$ cat config.mk
export PLATFORM = sky130hd
export DESIGN_NAME = regfile_write_arbiter
export DESIGN_NICKNAME = d
export VERILOG_FILES = /design/src/rtl/regfile_write_arbiter_pkg.sv /design/src/rtl/regfile_write_arbiter_pending_fifo.sv /design/src/rtl/regfile_write_arbiter.sv
export SDC_FILE = /design/constraint.sdc
export NUM_CORES = 1
export LEC_CHECK = 0
export BUFFER_PORTS_ARGS = -buffer_cell sky130_fd_sc_hd__buf_2
export CAP_MARGIN = 10
export CORE_MARGIN = 2
export CORE_UTILIZATION = 40
export CTS_CLUSTER_DIAMETER = 30
export DETAILED_ROUTE_END_ITERATION = 8
export PLACE_DENSITY_LB_ADDON = 0.1
export SYNTH_ARGS = -nofsm -noshare
export SYNTH_HDL_FRONTEND = slang
export SYNTH_SLANG_ARGS = --single-unit
$ cat constraint.sdc
create_clock -name clk -period 2.7 [get_ports clk]
set_clock_uncertainty 0.15 [all_clocks]
set_input_delay 0.135 -clock clk [delete_from_list [all_inputs] [get_ports clk]]
set_output_delay 0.135 -clock clk [all_outputs]
set_load 0.005 [all_outputs]
$ cat src/rtl/regfile_write_arbiter_pkg.sv
// -----------------------------------------------------------------------------
// regfile_write_arbiter_pkg
// Shared core definitions used by the register-file write arbiter:
//   REGISTER_WIDTH / REGISTER_DEPTH  register file geometry
//   REG_ADDR_W                       register address width
//   reg_write_t                      one register-file write {address, data}
//   rd_hit()                         address compare that never matches x0
// -----------------------------------------------------------------------------
package regfile_write_arbiter_pkg;

    localparam int REGISTER_WIDTH = 32;
    localparam int REGISTER_DEPTH = 32;
    localparam int REG_ADDR_W     = $clog2(REGISTER_DEPTH);

    typedef struct packed {
        logic [REG_ADDR_W-1:0]     address;
        logic [REGISTER_WIDTH-1:0] data;
    } reg_write_t;

    // x0 is hard-wired zero, so it never creates a dependency
    function automatic logic rd_hit(input logic [REG_ADDR_W-1:0] a,
                                    input logic [REG_ADDR_W-1:0] b);
        return (a == b) && (a != {REG_ADDR_W{1'b0}});
    endfunction

endpackage

$ cat src/rtl/regfile_write_arbiter_pending_fifo.sv
// -----------------------------------------------------------------------------
// regwr_pending_fifo
// Small FIFO of MDU results waiting for an idle register-file write cycle.
// Each slot carries a squash bit: a younger writeback to the same rd makes
// the queued result stale, but the slot is kept until it reaches the head.
// Ports:
//   clk, rst                      clock, asynchronous active-low reset
//   push, push_entry              enqueue one result (caller guarantees !full)
//   pop                           drop the head (caller guarantees !empty)
//   squash_en, squash_address     mark all entries (incl. one pushed now) with rd
//   head_entry, head_live         oldest entry and whether it is still live
//   empty, full, count            occupancy (count is registered)
//   rs1_address/rs2_address, rs1_hit/rs2_hit   live-entry lookup, only when
//                                 REGWR_ARB_HAZARD_EN is defined
// -----------------------------------------------------------------------------
module regwr_pending_fifo
    import regfile_write_arbiter_pkg::*;
#(
    parameter  int FIFO_DEPTH = 4,
    localparam int PTR_W      = $clog2(FIFO_DEPTH),
    localparam int CNT_W      = $clog2(FIFO_DEPTH + 1)
) (
    input  logic                  clk,
    input  logic                  rst,
    input  logic                  push,
    input  reg_write_t            push_entry,
    input  logic                  pop,
    input  logic                  squash_en,
    input  logic [REG_ADDR_W-1:0] squash_address,
`ifdef REGWR_ARB_HAZARD_EN
    input  logic [REG_ADDR_W-1:0] rs1_address,
    input  logic [REG_ADDR_W-1:0] rs2_address,
    output logic                  rs1_hit,
    output logic                  rs2_hit,
`endif
    output reg_write_t            head_entry,
    output logic                  head_live,
    output logic                  empty,
    output logic                  full,
    output logic [CNT_W-1:0]      count
);

    localparam logic [PTR_W-1:0] PTR_ONE = PTR_W'(1);
    localparam logic [CNT_W-1:0] CNT_ONE = CNT_W'(1);
    localparam logic [CNT_W-1:0] CNT_MAX = CNT_W'(FIFO_DEPTH);

    reg_write_t              entry_r [FIFO_DEPTH];
    logic [FIFO_DEPTH-1:0]   valid_r;
    logic [FIFO_DEPTH-1:0]   squash_r;
    logic [PTR_W-1:0]        rd_ptr_r;
    logic [PTR_W-1:0]        wr_ptr_r;
    logic [CNT_W-1:0]        count_r;
    logic [CNT_W-1:0]        count_next_s;
    logic [FIFO_DEPTH-1:0]   squash_match_s;
    logic                    push_squash_s;

    assign head_entry = entry_r[rd_ptr_r];
    assign head_live  = ~squash_r[rd_ptr_r];
    assign empty      = (count_r == {CNT_W{1'b0}});
    assign full       = (count_r == CNT_MAX);
    assign count      = count_r;

    // a result pushed in the same cycle as a matching writeback is already stale
    assign push_squash_s = squash_en && (push_entry.address == squash_address);

    // occupied slots whose rd matches the current writeback rd
    always_comb begin
        squash_match_s = {FIFO_DEPTH{1'b0}};
        for (int i = 0; i < FIFO_DEPTH; i++) begin
            if (squash_en && valid_r[i] && (entry_r[i].address == squash_address)) begin
                squash_match_s[i] = 1'b1;
            end else begin
                squash_match_s[i] = 1'b0;
            end
        end
    end

    // occupancy after this cycle's push/pop
    always_comb begin
        count_next_s = count_r;
        case ({push, pop})
            2'b10:   count_next_s = count_r + CNT_ONE;
            2'b01:   count_next_s = count_r - CNT_ONE;
            default: count_next_s = count_r;
        endcase
    end

    // storage, pointers, squash bits and count
    always_ff @(posedge clk or negedge rst) begin
        if (!rst) begin
            for (int i = 0; i < FIFO_DEPTH; i++) begin
                entry_r[i] <= '0;
            end
            valid_r  <= {FIFO_DEPTH{1'b0}};
            squash_r <= {FIFO_DEPTH{1'b0}};
            rd_ptr_r <= {PTR_W{1'b0}};
            wr_ptr_r <= {PTR_W{1'b0}};
            count_r  <= {CNT_W{1'b0}};
        end else begin
            for (int i = 0; i < FIFO_DEPTH; i++) begin
                if (squash_match_s[i]) begin
                    squash_r[i] <= 1'b1;
                end
            end
            if (pop) begin
                valid_r[rd_ptr_r]  <= 1'b0;
                squash_r[rd_ptr_r] <= 1'b0;
                rd_ptr_r           <= rd_ptr_r + PTR_ONE;
            end
            // the push slot is never the popped slot: push is blocked when full
            if (push) begin
                entry_r[wr_ptr_r]  <= push_entry;
                valid_r[wr_ptr_r]  <= 1'b1;
                squash_r[wr_ptr_r] <= push_squash_s;
                wr_ptr_r           <= wr_ptr_r + PTR_ONE;
            end
            count_r <= count_next_s;
        end
    end

`ifdef REGWR_ARB_HAZARD_EN
    // live queued results targeting the source registers being read
    always_comb begin
        rs1_hit = 1'b0;
        rs2_hit = 1'b0;
        for (int i = 0; i < FIFO_DEPTH; i++) begin
            if (valid_r[i] && !squash_r[i] && rd_hit(entry_r[i].address, rs1_address)) begin
                rs1_hit = 1'b1;
            end else begin
                rs1_hit = rs1_hit;
            end
            if (valid_r[i] && !squash_r[i] && rd_hit(entry_r[i].address, rs2_address)) begin
                rs2_hit = 1'b1;
            end else begin
                rs2_hit = rs2_hit;
            end
        end
    end
`endif

endmodule

$ cat src/rtl/regfile_write_arbiter.sv
// -----------------------------------------------------------------------------
// regfile_write_arbiter
// Shares the register-file write port between writeback (always wins, cannot
// stall) and the MDU (results queued, drained on idle writeback cycles).
// Optional feature macro: REGWR_ARB_HAZARD_EN adds rs1/rs2 pending lookups.
// Ports:
//   clk, rst                         clock, asynchronous active-low reset
//   wb_enable/wb_address/wb_data     writeback write request
//   mdu_tvalid/mdu_tready            MDU result handshake
//   mdu_address/mdu_data             MDU result
//   rf_enable/rf_address/rf_data     register-file write port (combinational)
//   bubble_req                       ask issue for a writeback-free cycle
//   pending_count                    queued entries, live + squashed (registered)
//   rs1_address/rs2_address, rs1_pending/rs2_pending  (REGWR_ARB_HAZARD_EN only)
// -----------------------------------------------------------------------------
module regfile_write_arbiter
    import regfile_write_arbiter_pkg::*;
#(
    parameter int FIFO_DEPTH   = 4,
    parameter int STARVE_LIMIT = 8
) (
    input  logic                             clk,
    input  logic                             rst,
    input  logic                             wb_enable,
    input  logic [REG_ADDR_W-1:0]            wb_address,
    input  logic [REGISTER_WIDTH-1:0]        wb_data,
    input  logic                             mdu_tvalid,
    output logic                             mdu_tready,
    input  logic [REG_ADDR_W-1:0]            mdu_address,
    input  logic [REGISTER_WIDTH-1:0]        mdu_data,
`ifdef REGWR_ARB_HAZARD_EN
    input  logic [REG_ADDR_W-1:0]            rs1_address,
    input  logic [REG_ADDR_W-1:0]            rs2_address,
    output logic                             rs1_pending,
    output logic                             rs2_pending,
`endif
    output logic                             rf_enable,
    output logic [REG_ADDR_W-1:0]            rf_address,
    output logic [REGISTER_WIDTH-1:0]        rf_data,
    output logic                             bubble_req,
    output logic [$clog2(FIFO_DEPTH+1)-1:0]  pending_count
);

    localparam int               SC_W      = $clog2(STARVE_LIMIT + 1);
    localparam logic [SC_W-1:0]  SC_LIMIT  = SC_W'(STARVE_LIMIT);
    localparam logic [SC_W-1:0]  SC_ONE    = SC_W'(1);

    reg_write_t      mdu_entry_s;
    reg_write_t      head_entry_s;
    logic            head_live_s;
    logic            empty_s;
    logic            full_s;
    logic            push_s;
    logic            pop_s;
    logic            squash_en_s;
    logic [SC_W-1:0] starve_r;

    assign mdu_entry_s.address = mdu_address;
    assign mdu_entry_s.data    = mdu_data;

    // tready depends only on state (and reset), never on same-cycle inputs
    assign mdu_tready  = rst & ~full_s;
    // x0 results complete the handshake but are dropped
    assign push_s      = mdu_tvalid & mdu_tready & (mdu_address != {REG_ADDR_W{1'b0}});
    assign pop_s       = rst & ~wb_enable & ~empty_s;
    assign squash_en_s = wb_enable & (wb_address != {REG_ADDR_W{1'b0}});
    assign bubble_req  = (starve_r == SC_LIMIT);

    regwr_pending_fifo #(
        .FIFO_DEPTH     (FIFO_DEPTH)
    ) u_pending_fifo (
        .clk            (clk),
        .rst            (rst),
        .push           (push_s),
        .push_entry     (mdu_entry_s),
        .pop            (pop_s),
        .squash_en      (squash_en_s),
        .squash_address (wb_address),
`ifdef REGWR_ARB_HAZARD_EN
        .rs1_address    (rs1_address),
        .rs2_address    (rs2_address),
        .rs1_hit        (rs1_pending),
        .rs2_hit        (rs2_pending),
`endif
        .head_entry     (head_entry_s),
        .head_live      (head_live_s),
        .empty          (empty_s),
        .full           (full_s),
        .count          (pending_count)
    );

    // write-port mux: writeback first, then live FIFO head; squashed heads pop silently
    always_comb begin
        rf_enable  = 1'b0;
        rf_address = {REG_ADDR_W{1'b0}};
        rf_data    = {REGISTER_WIDTH{1'b0}};
        if (!rst) begin
            rf_enable = 1'b0;
        end else if (wb_enable) begin
            rf_enable  = 1'b1;
            rf_address = wb_address;
            rf_data    = wb_data;
        end else if (!empty_s && head_live_s) begin
            rf_enable  = 1'b1;
            rf_address = head_entry_s.address;
            rf_data    = head_entry_s.data;
        end else begin
            rf_enable = 1'b0;
        end
    end

    // starvation counter: blocked cycles of a non-empty FIFO, saturating, cleared by a pop
    always_ff @(posedge clk or negedge rst) begin
        if (!rst) begin
            starve_r <= {SC_W{1'b0}};
        end else if (pop_s) begin
            starve_r <= {SC_W{1'b0}};
        end else if (!empty_s && wb_enable && (starve_r != SC_LIMIT)) begin
            starve_r <= starve_r + SC_ONE;
        end else begin
            starve_r <= starve_r;
        end
    end

endmodule

==> reports/metrics.cfg <==
[yosys]
synth-edff-count = 0
ys_ff_latch = 167
async_flop_share = 1.00
syn_inst = 591
synth_area_sq_um = 8540
ys_types = 34
syn_nets = 681
yosysWarnings = 0
yosysSeqAreaShare = 0.489
ys.flop_type = dfrtp_1
syn_avg_cell_area_sq_um = 14.5

[clock_tree]
cts-root-buf = clkbuf_16
path_clk_slew_ns = 0.06
clk_path_buf_depth = 2
cts_tree = done
cts_sinks = 167
clkLatencyLatePin_ns = 0.42
cts_buffers = 17
htree_num_levels = 4

[cells_and_area]
antenna_cells = 0
num-fill-cells = 1850
final_common_cell = dfrtp_1
syn_to_final_growth_pct = 22.3
layout-drive-gt1-share = 0.482
layout_common_cells = 165 x dfrtp_1, 119 x buf_2, 116 x mux2_2
final_nets = 838

[detailed_routing]
wl_um = 19800
viasPerCell = 5.18
drt_pass1_iterations = 4
drtIter0Drc = 212
antenna_left = 0
wl_per_cell_um = 19.1
drc = 0
vias = 5366

[power]
p_leak_nw = 4.93
ir_drop_mv = 0.541
power_per_cell_area_nw_per_um2 = 1100

[floorplanning]
placementRows = 53
core_sq_um = 21000
die_w_um = 150
die_h_um = 150
initial_core_util = 0.406
io_pins = 121
die_area_sq_um = 22500

[place]
port_buffers = 120
place_hpwl_um = 12300
place.gp.congestion = 0.777

[critical_path]
crit_fanout = 6
arrival_ns = 2.75
critPathLaunchType = input port
path_class = in -> reg
cp-end-kind = flop
critPathRequiredTime_ns = 2.89

[job]
maxCapViolCount = 0

[sta]
setup-tns-final_ns = 0
post-route-period-util = 0.949
rsz0062_at_grt = no
max_freq_mhz = 390
period_minus_slack_ns = 2.56
maxSlewHeadroom = 0.322
hold_violations = 0
maxSlewViolCount = 0
setup_viol = 0
hold_slack_ns = 0.150
tightest_slew_ns = 1.02

[grt]
grtUsageTotal = 0.186
top_usage_layer = met2
use_met2 = 0.307
grt_remaining_overflow = 0
met3_usage = 0.0397
grt_first_pass_wirelength_um = 31700
grt_max_degree = 81
antenna_found_initial = 0
grt_pass1_vias = 5794
grt.met1_usage = 0.245

[run_status]
status = finished, final reports clean

[worst_hold_path]
hold_path_class = in -> reg

layer usage:
| layer | routed length, um | share of wire |
|---|---|---|
| met4 | 396 | 0.020 |
| met1 | 8900 | 0.45 |
| met2 | 9790 | 0.49 |
| met5 | 0 | 0 |
| met3 | 731 | 0.037 |
Yosys cell counts, types with 2 or more instances:
master | n | share of area
clkbuf_1 | 15 | 0.0066
and2_1 | 3 | 0.0022
nor3_1 | 2 | 0.0012
ha_1 | 11 | 0.016
o21ai_0 | 7 | 0.0041
dfrtp_1 | 167 | 0.49
mux2_4 | 32 | 0.056
nor4_1 | 4 | 0.0029
nand2_4 | 4 | 0.0053
mux2_2 | 116 | 0.15
inv_1 | 16 | 0.0070
buf_1 | 5 | 0.0022
or4_1 | 2 | 0.0018
mux4_2 | 38 | 0.10
nand3_1 | 5 | 0.0029
nor2_1 | 43 | 0.019
buf_2 | 4 | 0.0023
buf_4 | 8 | 0.0070
xnor2_1 | 10 | 0.010
nand4_1 | 3 | 0.0022
o22ai_1 | 4 | 0.0029
nand2_1 | 10 | 0.0044
a41oi_1 | 4 | 0.0041
mux2i_1 | 39 | 0.046
buf_12 | 8 | 0.019
xor2_1 | 23 | 0.024
area by class of cell:
type                            instances  area (sq um)  area share
Sequential cell                       167          4180       0.400
Multi-Input combinational cell        368          4010       0.384
Timing Repair Buffer                  178          1260       0.120
Clock buffer                           20           457      0.0437
Tap cell                              275           344      0.0329
Clock inverter                         12           140      0.0134
Inverter                               16          60.1     0.00575
registers in the layout, indices dropped and copies added (netlist names):
name,flops
u_pending_fifo.rd_ptr_r,2
starve_r,4
u_pending_fifo.count,3
u_pending_fifo.entry_r,148
u_pending_fifo.wr_ptr_r,2
u_pending_fifo.valid_r,4
u_pending_fifo.squash_r,4
path summary, 6_finish.rpt:
check	from	to	slack, ns	cells past startpoint
worst max register to register	u_pending_fifo.count[0]$_DFFE_PN0P_	u_pending_fifo.count[2]$_DFFE_PN0P_	0.22	9
worst min-delay path	wb_enable	u_pending_fifo.valid_r[3]$_DFF_PN0_	0.15	5
worst min register to register	u_pending_fifo.valid_r[2]$_DFF_PN0_	u_pending_fifo.valid_r[2]$_DFF_PN0_	0.33	2
worst max-delay path	mdu_address[4]	u_pending_fifo.count[2]$_DFFE_PN0P_	0.14	11
min in group asynchronous	rst	starve_r[3]$_DFFE_PN0P_	0.46	3
max in group asynchronous	rst	u_pending_fifo.rd_ptr_r[0]$_DFFE_PN0N_	1.23	3
cells by family (layout without fill, tap and decap cells):
kind of cell	Yosys count	in the layout	synth area share
adders and majority gates	12	12	0.0185
buffers and inverters	57	226	0.0452
and+or+nand+nor	80	80	0.0451
muxes	225	225	0.355
DFF	167	167	0.489
AOI/OAI and AO/OA	17	18	0.0133
xor gates and xnor gates	33	33	0.0338
stage by stage:
stage               power [mW]  cells  setup WS [ns]   util  cell area (sq um)
finish                    11.5   1036          0.138  0.497              10500
global route              12.2   1036        0.00190  0.497              10500
CTS                       11.6   1036         0.0308  0.497              10400
detailed placement        9.00    961          0.186  0.447               9400
global placement          8.81    961          0.244  0.447               9400
floorplan                 7.75    591          0.207      -               8540
worst max-delay path, cell delays in order:
cell and delay (ns):
dlygate4sd3_1 0.54, buf_2 0.17, or4_1 0.50, o2111a_1 0.27, inv_2 0.10, ha_1 0.19
inv_1 0.06, fa_1 0.37, xor2_1 0.15, nor2_1 0.11, xor2_1 0.16
power breakdown:
group / internal, mW / total [mW] / switching [mW] / leakage (nW)
Sequential: 3.75 / 4.47 / 0.722 / 2.02
Combinational: 2.73 / 4.54 / 1.81 / 2.62
Clock: 1.43 / 2.48 / 1.05 / 0.284
what timing repair did:
action	CTS	global route
gates resized for setup	2	3
setup endpoints to repair	38	18
cloned	1	0
buffers inserted	3	0
pin swaps	1	0
endpoints found under the hold margin	158	0
hold buffers	39	0
Note: power is estimated with default switching activity, not from simulation.
